<file path="src/rtl/pe_feeder.sv">
// Operand sequencer for one PE: buffers filter/ifmap values, then replays them as WS or OS strobe trains.
// Outputs are registered and lead the accepting edge by one cycle; no backpressure, writes while busy are dropped.
module pe_feeder #(
  parameter int DATA_W  = 8,
  parameter int DEPTH   = 4,
  parameter int TIMEOUT = 16
) (
  input  logic                    clk_i,
  input  logic                    rstn_i,
  input  logic                    wr_en_i,
  input  logic                    wr_sel_i,
  input  logic [DATA_W-1:0]       wr_data_i,
  input  logic [$clog2(DEPTH):0]  len_i,
  input  logic                    mode_i,
  input  logic                    go_i,
  input  logic                    psum_valid_i,
  output logic [DATA_W-1:0]       filter_o,
  output logic [DATA_W-1:0]       ifmap_o,
  output logic                    read_new_filter_val_o,
  output logic                    read_new_ifmap_val_o,
  output logic                    start_o,
  output logic                    end_os_o,
  output logic                    mode_o,
  output logic                    busy_o,
  output logic                    done_o,
  output logic                    err_o,
  output logic                    ovf_o,
  output logic                    timeout_o
);
  localparam int AW = $clog2(DEPTH);
  localparam int LW = AW + 1;
  localparam int MX = (TIMEOUT > DEPTH) ? TIMEOUT : DEPTH;
  localparam int CW = $clog2(MX) + 1;

  typedef enum logic [2:0] {IDLE, LOAD_F, START, STREAM, DRAIN, DONE} state_t;

  state_t            state_q, state_d;
  logic [CW-1:0]     idx_q, idx_d;
  logic [LW-1:0]     len_q, len_d;
  logic              mode_q, mode_d;
  logic [LW-1:0]     wptr_f, wptr_i;
  logic [DATA_W-1:0] fmem [DEPTH];
  logic [DATA_W-1:0] imem [DEPTH];

  logic          go_ok, accept, reject, last_op, tmo_hit;
  logic          wr_full, wr_ok, wr_drop;
  logic          rd_f_d, rd_i_d, end_os_d;
  logic [AW-1:0] ra;

  assign go_ok   = (len_i != '0) && (len_i <= LW'(DEPTH)) &&
                   (wptr_f >= len_i) && (wptr_i >= len_i);
  assign accept  = (state_q == IDLE) && go_i && go_ok;
  assign reject  = (state_q == IDLE) && go_i && !go_ok;
  assign wr_full = wr_sel_i ? (wptr_i == LW'(DEPTH)) : (wptr_f == LW'(DEPTH));
  assign wr_ok   = (state_q == IDLE) && wr_en_i && !wr_full;
  assign wr_drop = (state_q == IDLE) && wr_en_i && wr_full;
  assign last_op = (idx_q == CW'(len_q) - CW'(1));

  always_comb begin
    state_d = state_q;
    idx_d   = idx_q;
    len_d   = len_q;
    mode_d  = mode_q;
    tmo_hit = 1'b0;
    case (state_q)
      IDLE: begin
        if (accept) begin
          state_d = mode_i ? START : LOAD_F;
          idx_d   = '0;
          len_d   = len_i;
          mode_d  = mode_i;
        end
      end
      LOAD_F: begin
        if (last_op) begin
          state_d = START;
          idx_d   = '0;
        end else begin
          idx_d = idx_q + CW'(1);
        end
      end
      START: begin
        state_d = STREAM;
        idx_d   = '0;
      end
      STREAM: begin
        if (last_op) begin
          state_d = DRAIN;
          idx_d   = '0;
        end else begin
          idx_d = idx_q + CW'(1);
        end
      end
      DRAIN: begin
        if (psum_valid_i) begin
          state_d = DONE;
        end else if (idx_q == CW'(TIMEOUT - 1)) begin
          state_d = DONE;
          tmo_hit = 1'b1;
        end else begin
          idx_d = idx_q + CW'(1);
        end
      end
      DONE: begin
        state_d = IDLE;
        idx_d   = '0;
      end
      default: state_d = IDLE;
    endcase
  end

  // Output registers are loaded from the next-state view so the PE sees cycle k's values during cycle k.
  assign rd_f_d   = (state_d == LOAD_F) || ((state_d == STREAM) && mode_d);
  assign rd_i_d   = (state_d == STREAM);
  assign end_os_d = (state_d == STREAM) && mode_d && (idx_d == CW'(len_d) - CW'(1));
  assign ra       = idx_d[AW-1:0];

  always_ff @(posedge clk_i or negedge rstn_i) begin
    if (!rstn_i) begin
      state_q               <= IDLE;
      idx_q                 <= '0;
      len_q                 <= '0;
      mode_q                <= 1'b0;
      wptr_f                <= '0;
      wptr_i                <= '0;
      filter_o              <= '0;
      ifmap_o               <= '0;
      read_new_filter_val_o <= 1'b0;
      read_new_ifmap_val_o  <= 1'b0;
      start_o               <= 1'b0;
      end_os_o              <= 1'b0;
      mode_o                <= 1'b0;
      busy_o                <= 1'b0;
      done_o                <= 1'b0;
      err_o                 <= 1'b0;
      ovf_o                 <= 1'b0;
      timeout_o             <= 1'b0;
    end else begin
      state_q               <= state_d;
      idx_q                 <= idx_d;
      len_q                 <= len_d;
      mode_q                <= mode_d;
      read_new_filter_val_o <= rd_f_d;
      read_new_ifmap_val_o  <= rd_i_d;
      start_o               <= (state_d == START);
      end_os_o              <= end_os_d;
      mode_o                <= mode_d;
      busy_o                <= (state_d != IDLE);
      done_o                <= (state_d == DONE);
      if (rd_f_d) filter_o <= fmem[ra];
      if (rd_i_d) ifmap_o  <= imem[ra];

      if (state_q == DONE) begin
        wptr_f <= '0;
        wptr_i <= '0;
      end else if (wr_ok) begin
        if (wr_sel_i) wptr_i <= wptr_i + LW'(1);
        else          wptr_f <= wptr_f + LW'(1);
      end

      if (accept)      err_o <= 1'b0;
      else if (reject) err_o <= 1'b1;

      if (wr_drop)     ovf_o <= 1'b1;
      else if (accept) ovf_o <= 1'b0;

      if (tmo_hit)     timeout_o <= 1'b1;
      else if (accept) timeout_o <= 1'b0;
    end
  end

  // Buffer contents survive runs and reset; only the write pointers are cleared.
  always_ff @(posedge clk_i) begin
    if (wr_ok) begin
      if (wr_sel_i) imem[wptr_i[AW-1:0]] <= wr_data_i;
      else          fmem[wptr_f[AW-1:0]] <= wr_data_i;
    end
  end

endmodule
</file>
<file path="config.mk">
export PLATFORM = sky130hd
export DESIGN_NAME = pe_feeder
export DESIGN_NICKNAME = d
export VERILOG_FILES = /design/src/rtl/pe_feeder.sv
export SDC_FILE = /design/constraint.sdc
export NUM_CORES = 1
export LEC_CHECK = 0
export CAP_MARGIN = 0
export CELL_PAD_IN_SITES_DETAIL_PLACEMENT = 0
export CELL_PAD_IN_SITES_GLOBAL_PLACEMENT = 1
export CORE_UTILIZATION = 53
export CTS_BUF_LIST = sky130_fd_sc_hd__clkbuf_8
export DETAILED_ROUTE_END_ITERATION = 10
export PLACE_DENSITY_LB_ADDON = 0.15
export SKIP_CTS_REPAIR_TIMING = 1
export SLEW_MARGIN = 20
export SYNTH_ARGS = -nofsm -noshare
export SYNTH_HDL_FRONTEND = slang
export SYNTH_SLANG_ARGS = --single-unit
export TNS_END_PERCENT = 1
</file>
<file path="constraint.sdc">
create_clock -name clk_i -period 6 [get_ports clk_i]
set_input_delay 1.8 -clock clk_i [delete_from_list [all_inputs] [get_ports clk_i]]
set_output_delay 1.8 -clock clk_i [all_outputs]
set_load 0.01 [all_outputs]
</file>
## Word-level counts from Yosys, hierarchy flattened

Memory sizes are Yosys's and may differ from the RTL's. A register that Yosys moved wholly into a read port is not among the register bits.
Index checks and enable logic that the tools add are counted.

| storage, ports and cells | value |
|---|---|
| register bits | 27 |
| RAM bits | 64 |
| input port bits | 18 |
| output and inout bits | 26 |
| word-level logic and storage cells | 105 |
| memories kept | 2 |

Memories:

| memory | words | bits a word | read ports | clocked after Yosys merged registers in | wr ports | RTL line | text |
|---|---|---|---|---|---|---|---|
| fmem | 4 | 8 | 1 | 1 | 1 | 42 | `logic [DATA_W-1:0] fmem [DEPTH];` |
| imem | 4 | 8 | 1 | 1 | 1 | 43 | `logic [DATA_W-1:0] imem [DEPTH];` |

| operators by class | value |
|---|---|
| add/subtract/negate cells | 5 |
| $lt $le $gt $ge | 3 |
| eq/ne operators | 15 |
| muxes and demuxes | 37 |
| reduce and logical (&&, ||, !) cells | 28 |

Operators by type and width:

| operator | count |
|---|---|
| $mux 3 | 13 |
| $mux 5 | 4 |
| $pmux 5 s4 | 1 |
| $mux 1 | 17 |
| $eq 3x3->1 const B | 5 |
| $pmux 3 s5 | 1 |
| $eq 3x2->1 const B | 4 |
| $logic_and 1x1->1 | 11 |
| $eq 5x5->1 | 2 |
| $reduce_bool 2->1 | 5 |
| $sub 3x1->4 const B | 2 |
| $add 3x1->3 const B | 2 |
| $eq 3x1->1 const B | 2 |
| $ge 3x3->1 | 2 |
| $reduce_bool 3->1 | 2 |
| $add 5x1->5 const B | 1 |
| $eq 5x4->1 const B | 1 |
| $logic_not 1->1 | 4 |
| $reduce_and 2->1 | 2 |
| $reduce_or 2->1 | 2 |
| $le 3x3->1 const B | 1 |
| $logic_not 3->1 | 1 |
| $mux 2 | 1 |
| $ne 2x1->1 const B | 1 |
| $logic_or 1x1->1 | 1 |

## Logic depth before layout (Yosys ltp)

Gate-level depths: netlist (run 1).

| logic depth | value |
|---|---|
| word-level depth | 10 |
| depth in mapped cells | 12 |
| mapped depth without buffers | 11 |

## Least setup slack after synthesis (run 1)

No wires, ideal clock.

| path | value |
|---|---|
| path kind | input -> register |
| start | input len_i[2] |
| end | register end_os_o |
| setup time | 0.101 ns |
| arrival time | 3.808 ns |
| data required time | 5.899 ns |
| setup slack | 2.091 ns |
| stages | 9 |
| path buffers | 0 |
| cells stage by stage | inv_1 ha_1 nand2_1 o21a_1 nor4_2 mux2i_1 ha_1 xor2_1 nor4_1 |

| between the ends | value |
|---|---|
| longest elaborated chain between the ends | 10 |
| elaborated cells between the ends (all ways) | 21 |
| those cells by class | add/sub: 1; order compare: 3; eq/ne: 2; mux: 8; reduce/logical: 7 |

RTL lines:

| element | RTL line | text |
|---|---|---|
| start: declaration | 13 | `input logic [$clog2(DEPTH):0] len_i,` |
| $le 3x3->1 / $reduce_bool 3->1 (equally long branches) | 50 | `assign go_ok = (len_i != '0) && (len_i <= LW'(DEPTH)) &&` |
| $logic_and 1x1->1 (2 in a row) | 50 |  |
| $logic_and 1x1->1 | 51 | `(wptr_f >= len_i) && (wptr_i >= len_i);` |
| $logic_and 1x1->1 | 52 | `assign accept = (state_q == IDLE) && go_i && go_ok;` |
| $mux 3 | 67 | `if (accept) begin` |
| $mux 3 / $pmux 3 s5 (equally long branches) | 65 | `case (state_q)` |
| $sub 3x1->4 / $eq 3x2->1 (equally long branches) | 115 | `assign end_os_d = (state_d == STREAM) && mode_d && (idx_d == CW'(len_d) - CW'(1));` |
| $eq 5x5->1 / $logic_and 1x1->1 (equally long branches) | 115 |  |
| $logic_and 1x1->1 (*) | 115 |  |
| net end_os_d | 47 | `logic rd_f_d, rd_i_d, end_os_d;` |
| end signal: assignment | 146 | `end_os_o <= end_os_d;` |
| end: declaration | 22 | `output logic end_os_o,` |

Mark *: on every way through the listed nets, which the timed path passes. The rest lies on a longest branch.
A chain may end at the register's enable or synchronous reset.

## Worst setup path after layout (run 1)

| path | value |
|---|---|
| start | input len_i[2] |
| end | register filter_o[6], read port of fmem |

| between the ends | value |
|---|---|
| longest elaborated chain between the ends | 10 |
| elaborated cells between the ends (all ways) | 18 |
| those cells by class | order compare: 3; eq/ne: 2; mux: 6; reduce/logical: 7 |

RTL lines:

| element | RTL line | text |
|---|---|---|
| $le 3x3->1 / $reduce_bool 3->1 (equally long branches) | 50 |  |
| $logic_and 1x1->1 (2 in a row) | 50 |  |
| $logic_and 1x1->1 (*) | 51 |  |
| $logic_and 1x1->1 (*) | 52 |  |
| $mux 3 | 67 |  |
| $pmux 3 s5 | 65 |  |
| $eq 3x2->1 | 113 | `assign rd_f_d = (state_d == LOAD_F) \|\| ((state_d == STREAM) && mode_d);` |
| $logic_and 1x1->1 | 113 |  |
| $logic_or 1x1->1 | 113 |  |
| end: declaration | 17 | `output logic [DATA_W-1:0] filter_o,` |

Every way passes the cells marked *; elsewhere a longest branch is shown, timed or not.

==> flow_summary.toml, run 1 <==
[run_status]
status = "finished with violations"
violations = "DRC"

[floorplan]
dieArea_sq_um = 9600
start_util = 0.555
pin_count = 44
core_region_area_sq_um = 8810
rows = 34
die_height_um = 98.0
die_w_um = 98.0

[synth]
seq_area_frac_synth = 0.614
async_flop_share = 0.402
synthFlopType = "edfxtp_1"
synth_cell_type_count = 57
synthTopCellsByCount = "edfxtp_1, mux2i_1, dfrtp_1, nand2_1, inv_1"
syn_inst = 350
synth_edf_count = 64
avgSynthCellArea_sq_um = 14.0
synth_top_area_share = 0.394
synth.top_cells.by_area = "edfxtp_1, dfrtp_1, mux2i_1"
synth_top_cell_by_area = "edfxtp_1"
yosysWarnings = 0
synthesis.area_sq_um = 4880
synth-seq-cells = 107
syn_nets = 387
yosys.cell_count.top_type = "edfxtp_1"

[routing]
postRouteAntennaNets = 0
via_per_inst = 5.54
routed_wl_um = 8810
dr.first_iter.drc_count = 112
dr.pass1.iters = 7
routedWlPerCell_um = 17.4
vias = 2808
drc_errors = 3

[setup_path]
r2r_cells = 11
reg2reg_slack_ns = 2.77
worstSetupPathType = "in -> reg"
crit_fanout = 9
required_ns = 6.26
arrival_ns = 4.72
r2r_start = "idx_q[0]"
endpoint_kind = "flop"
timing.rr.end = "ifmap_o[5]"
startpoint_type = "input port"

[finish]
area.growth.synth_to_final_pct = 14.7
stdcell_count = 507
final_layout_size_suffix_gt1_frac = 0.0927
diodes = 0
final_area_sq_um = 5600
postLayoutCoreUtil = 0.636
nNetsFinal = 431

[timing]
hold_ws_ns = 0.491
drv_slew = 0
worstMarginPinSlew_ns = 0.851
layout_setup_ws_ns = 1.54
clock_skew_ns = 0.0140
max_freq_mhz = 224
finalHoldViolCount = 0
setup_viol = 0
rsz0062_at_grt = "false"
slew_headroom = 0.431
period_needed_ns = 4.46
min_period_over_period = 0.744
fin_tns_setup_ns = 0

[worst_hold_path]
min_to = "timeout_o"
hp-class = "reg -> reg"
hold_depth = 2
holdCritStartpoint = "timeout_o"

[global_routing]
grt_pass1_vias = 2825
grt_pass1_wl_um = 14700
gr-usage-all-layers = 0.202
grt_max_degree = 44
grt-ovfl-total = 0
antenna_found_initial = 0

[placement]
dpl_worst_slack_ns = 1.10
routabilityCongestion = 0.810
placed_cells = 491
dp_hpwl_um = 6170
portBuffers = 43
dpl-instance-area_sq_um = 5380

[clock_network]
cts.sinks = 107
clk-insertion-delay-late_ns = 0.37
clkTransAtPathRegs_ns = 0.11
h-tree-depth = 3
root_buffer = "clkbuf_8"
cts-buffers-inserted = 9
cts_tree = "done"
clock_path_buffers = 2

[flow_run]
cap_viol_max_count = 0

[power_and_ir_drop]
ir_worst_vdd_mv = 0.234
powerDensity_nw_per_um2 = 500
total_power_mw = 2.80
power.leakage_nw = 2.28
[worst max path at each step]
stage	from	end	depth (start not counted)
after global placement	len_i[2]	ifmap_o[1]	11
final	len_i[2]	filter_o[6]	10
after detailed placement	len_i[2]	filter_o[6]	10
after CTS	len_i[2]	filter_o[6]	10
after floorplan	len_i[2]	end_os_o	9
after global routing	len_i[2]	filter_o[6]	10
[layout by cell type (no fill, tap or decap), drive strengths merged, types with 6 or more instances in the layout]
| master | count |
|---|---|
| and2 | 10 |
| clkbuf | 9 |
| clkdlybuf4s50 | 42 |
| dfrtp | 43 |
| edfxtp | 64 |
| ha | 19 |
| inv | 27 |
| mux2 | 10 |
| mux2i | 47 |
| nand2 | 23 |
| nand2b | 6 |
| nand3 | 6 |
| nor2 | 14 |
| o21ai | 6 |
| o221ai | 8 |
| xnor2 | 9 |
[power breakdown]
part / switching [mW] / internal, mW
registers: 0.113 / 0.919
logic: 0.645 / 0.650
clock network: 0.292 / 0.180
[cells by family after synthesis]
family / synth area share
mux: 0.122
flops: 0.614
simple gates: 0.0976
compound gates: 0.0574
buf+inv: 0.0338
fa+ha+maj: 0.0487
xor+xnor: 0.0261
[layer usage]
metal / vias up / global-route usage / routed length, um
li1: 1372 / - / -
met1: 1363 / 0.279 / 4200
met2: 63 / 0.319 / 4130
met3: 10 / 0.0408 / 380
met4: 0 / 0.0723 / 99
met5: - / 0 / 0
[registers in the layout, summed over array words and instances, names as in the netlist]
signal                 count
busy_o                     1
done_o                     1
end_os_o                   1
err_o                      1
filter_o                   8
fmem                      32
idx_q                      5
ifmap_o                    8
imem                      32
len_q                      3
mode_q                     1
ovf_o                      1
read_new_filter_val_o      1
read_new_ifmap_val_o       1
start_o                    1
state_q                    3
timeout_o                  1
wptr_f                     3
wptr_i                     3
[critical path: stages]
cell	delay, ns
clkdlybuf4s50_1	0.52
inv_1	0.08
ha_1	0.30
nand2_1	0.07
o21a_1	0.20
nor4_2	0.60
a211oi_1	0.21
o32ai_2	0.23
nand2b_1	0.30
mux2_1	0.41
[area by class of cell]
class                           count  area, sq um
Sequential cell                   107         3000
Fill cell                         687         3200
Clock buffer                        9          124
Tap cell                          108          135
Multi-Input combinational cell    210         1720
Timing Repair Buffer               45          443
Clock inverter                      7         98.8
Inverter                           21         83.8
(Power assumes the default switching activity.)
==> run 2: changes to the inputs <==
--- a/config.mk
+++ b/config.mk
@@ -8,7 +8,7 @@
 export CAP_MARGIN = 0
 export CELL_PAD_IN_SITES_DETAIL_PLACEMENT = 0
 export CELL_PAD_IN_SITES_GLOBAL_PLACEMENT = 1
-export CORE_UTILIZATION = 53
+export CORE_UTILIZATION = 49
 export CTS_BUF_LIST = sky130_fd_sc_hd__clkbuf_8
 export DETAILED_ROUTE_END_ITERATION = 10
 export PLACE_DENSITY_LB_ADDON = 0.15
==> constraint.sdc (replaced) <==
create_clock -name clk_i -period 4.69 [get_ports clk_i]
set_input_delay 1.407 -clock clk_i [delete_from_list [all_inputs] [get_ports clk_i]]
set_output_delay 1.407 -clock clk_i [all_outputs]
set_load 0.01 [all_outputs]
==> run 2 against run 1 <==
The flow now finishes without violations. Sequential power rose by 28%. First-iteration DRC count rose by 13%. Global-route usage shrank 0.63 points. Cell count rose by 5.3%. Clock skew is 0.0031 ns lower. Utilization decreased by 5.4 points. Critical path type unchanged.
==> flow_summary.toml, run 2 (synthesized netlist as in run 1, its figures left out) <==
[power_and_ir_drop]
ir_worst_vdd_mv = 0.306
switching_share = 0.369
powerDensity_nw_per_um2 = 642
total_power_mw = 3.64
combPwrFrac = 0.466
pwr-share-seq = 0.364
power.leakage_nw = 2.30
p_int_mw = 2.30
clkPwrFrac = 0.169
p_sw_mw = 1.34

[run_status]
status = "completed"

[clock_network]
h-tree-depth = 3
root_buffer = "clkbuf_8"
clk-insertion-delay-late_ns = 0.37
cts.sinks = 107
cts-buffers-inserted = 9
cts_tree = "done"
clkTransAtPathRegs_ns = 0.11
clock_path_buffers = 2

[global_routing]
antenna_found_initial = 0
grt_pass1_vias = 2772
grt_pass1_wl_um = 14700
grt-ovfl-total = 0
gr-usage-all-layers = 0.195
grt_max_degree = 44

[finish]
nNetsFinal = 433
area.growth.synth_to_final_pct = 16.0
final_area_sq_um = 5670
final_cell_mix = "edfxtp_1, mux2i_1, dfrtp_1"
nFillCells = 836
final_layout_size_suffix_gt1_frac = 0.0973
stdcell_count = 534
final_common_cell = "edfxtp_1"
diodes = 0

[placement]
dp_hpwl_um = 6200
placed_cells = 518
routabilityCongestion = 0.853
dpl-instance-area_sq_um = 5440
portBuffers = 43
dpl_worst_slack_ns = 0.245

[setup_path]
endpoint_kind = "flop"
crit_fanout = 4
cpMostUsedCell = "ha_1"
crit_chain = "clkdlybuf4s50_1, inv_1, ha_1, nand2_1, o21a_1, nor4_2, buf_4, mux2i_1, ha_1, xor2_1, nor4_1"
slowest_stage = "clkdlybuf4s50_1"
slowest_delay_ns = 0.51
required_ns = 4.97
arrival_ns = 4.28
r2r_cells = 12
worstSetupPathType = "in -> reg"
startpoint_type = "input port"

[floorplan]
pin_count = 44
rows = 36
dieArea_sq_um = 10400
core_region_area_sq_um = 9730
die_height_um = 102
die_w_um = 102
start_util = 0.502

[timing]
rsz0062_at_grt = "false"
setup_viol = 0
fin_tns_setup_ns = 0
max_freq_mhz = 250
worstMarginPinSlew_ns = 0.807
slew_headroom = 0.461
min_period_over_period = 0.853
period_needed_ns = 4.00
layout_setup_ws_ns = 0.691
clock_skew_ns = 0.0109
finalHoldViolCount = 0
drv_slew = 0

[worst_hold_path]
hp-class = "reg -> reg"
hold_depth = 2

[routing]
postRouteAntennaNets = 0
via_per_inst = 5.27
dr.pass1.iters = 4
drc_errors = 0
routedWlPerCell_um = 17.2
dr.first_iter.drc_count = 127
vias = 2812
routed_wl_um = 9180

[flow_run]
cap_viol_max_count = 0
[run 2: changes by cell type in the layout (fill, tap and decap cells not counted), sizes merged]
cell and change:
buf +2, bufinv +1, clkinv +1, inv -2
[run 2: power by group through the flow]
stage	Combinational [mW]	Sequential, mW	Clock [mW]
after CTS	1.71	1.32	0.633
after floorplan	1.24	1.35	0
after detailed placement	1.71	1.34	0
after global routing	1.87	1.35	0.669
final	1.70	1.32	0.616
after global placement	1.68	1.34	0
[run 2: worst max-delay path: cells and delay by family]
kind                       cells  cell delay [ns]
xor gates and xnor gates       1             0.17
muxes                          1             0.36
adders and majority gates      2             0.62
AOI/OAI and AO/OA              1             0.21
and+or+nand+nor                3             0.69
buffers and inverters          3             0.81
[run 2: cell type report]
type,count,area [sq um],area share
Multi-Input combinational cell,210,1720,0.304
Clock buffer,9,124,0.0219
Tap cell,133,166,0.0294
Inverter,21,83.8,0.0148
Clock inverter,7,103,0.0181
Sequential cell,107,3000,0.529
Timing Repair Buffer,47,470,0.0830
[run 2: per-layer routing]
layer	part of all wire	up-vias	routed length (um)	GRT usage
met4	0.014	0	127	0.0692
li1	-	1366	-	-
met2	0.46	58	4180	0.304
met5	0	-	0	0
met1	0.49	1377	4500	0.279
met3	0.040	11	369	0.0342
[run 2: path summary, 6_finish.rpt]
kind | start | to | slack (ns)
max in group asynchronous | rstn_i | ifmap_o[2] | 3.25
setup reg to reg | idx_q[0] | filter_o[0] | 1.66
min in group asynchronous | rstn_i | idx_q[2] | 1.03
hold reg to reg | timeout_o | timeout_o | 0.50
hold / removal | timeout_o | timeout_o | 0.50
setup / recovery | len_i[2] | end_os_o | 0.69
[run 2: metrics by stage]
| stage | hold slack (ns) | util |
|---|---|---|
| 3_5_place_dp | 0.477 | 0.559 |
| 5_1_grt | 0.537 | 0.582 |
| 2_1_floorplan | 0.513 | - |
| 4_1_cts | 0.508 | 0.582 |
| 6_report | 0.505 | 0.582 |
| 3_3_place_gp | 0.464 | 0.559 |
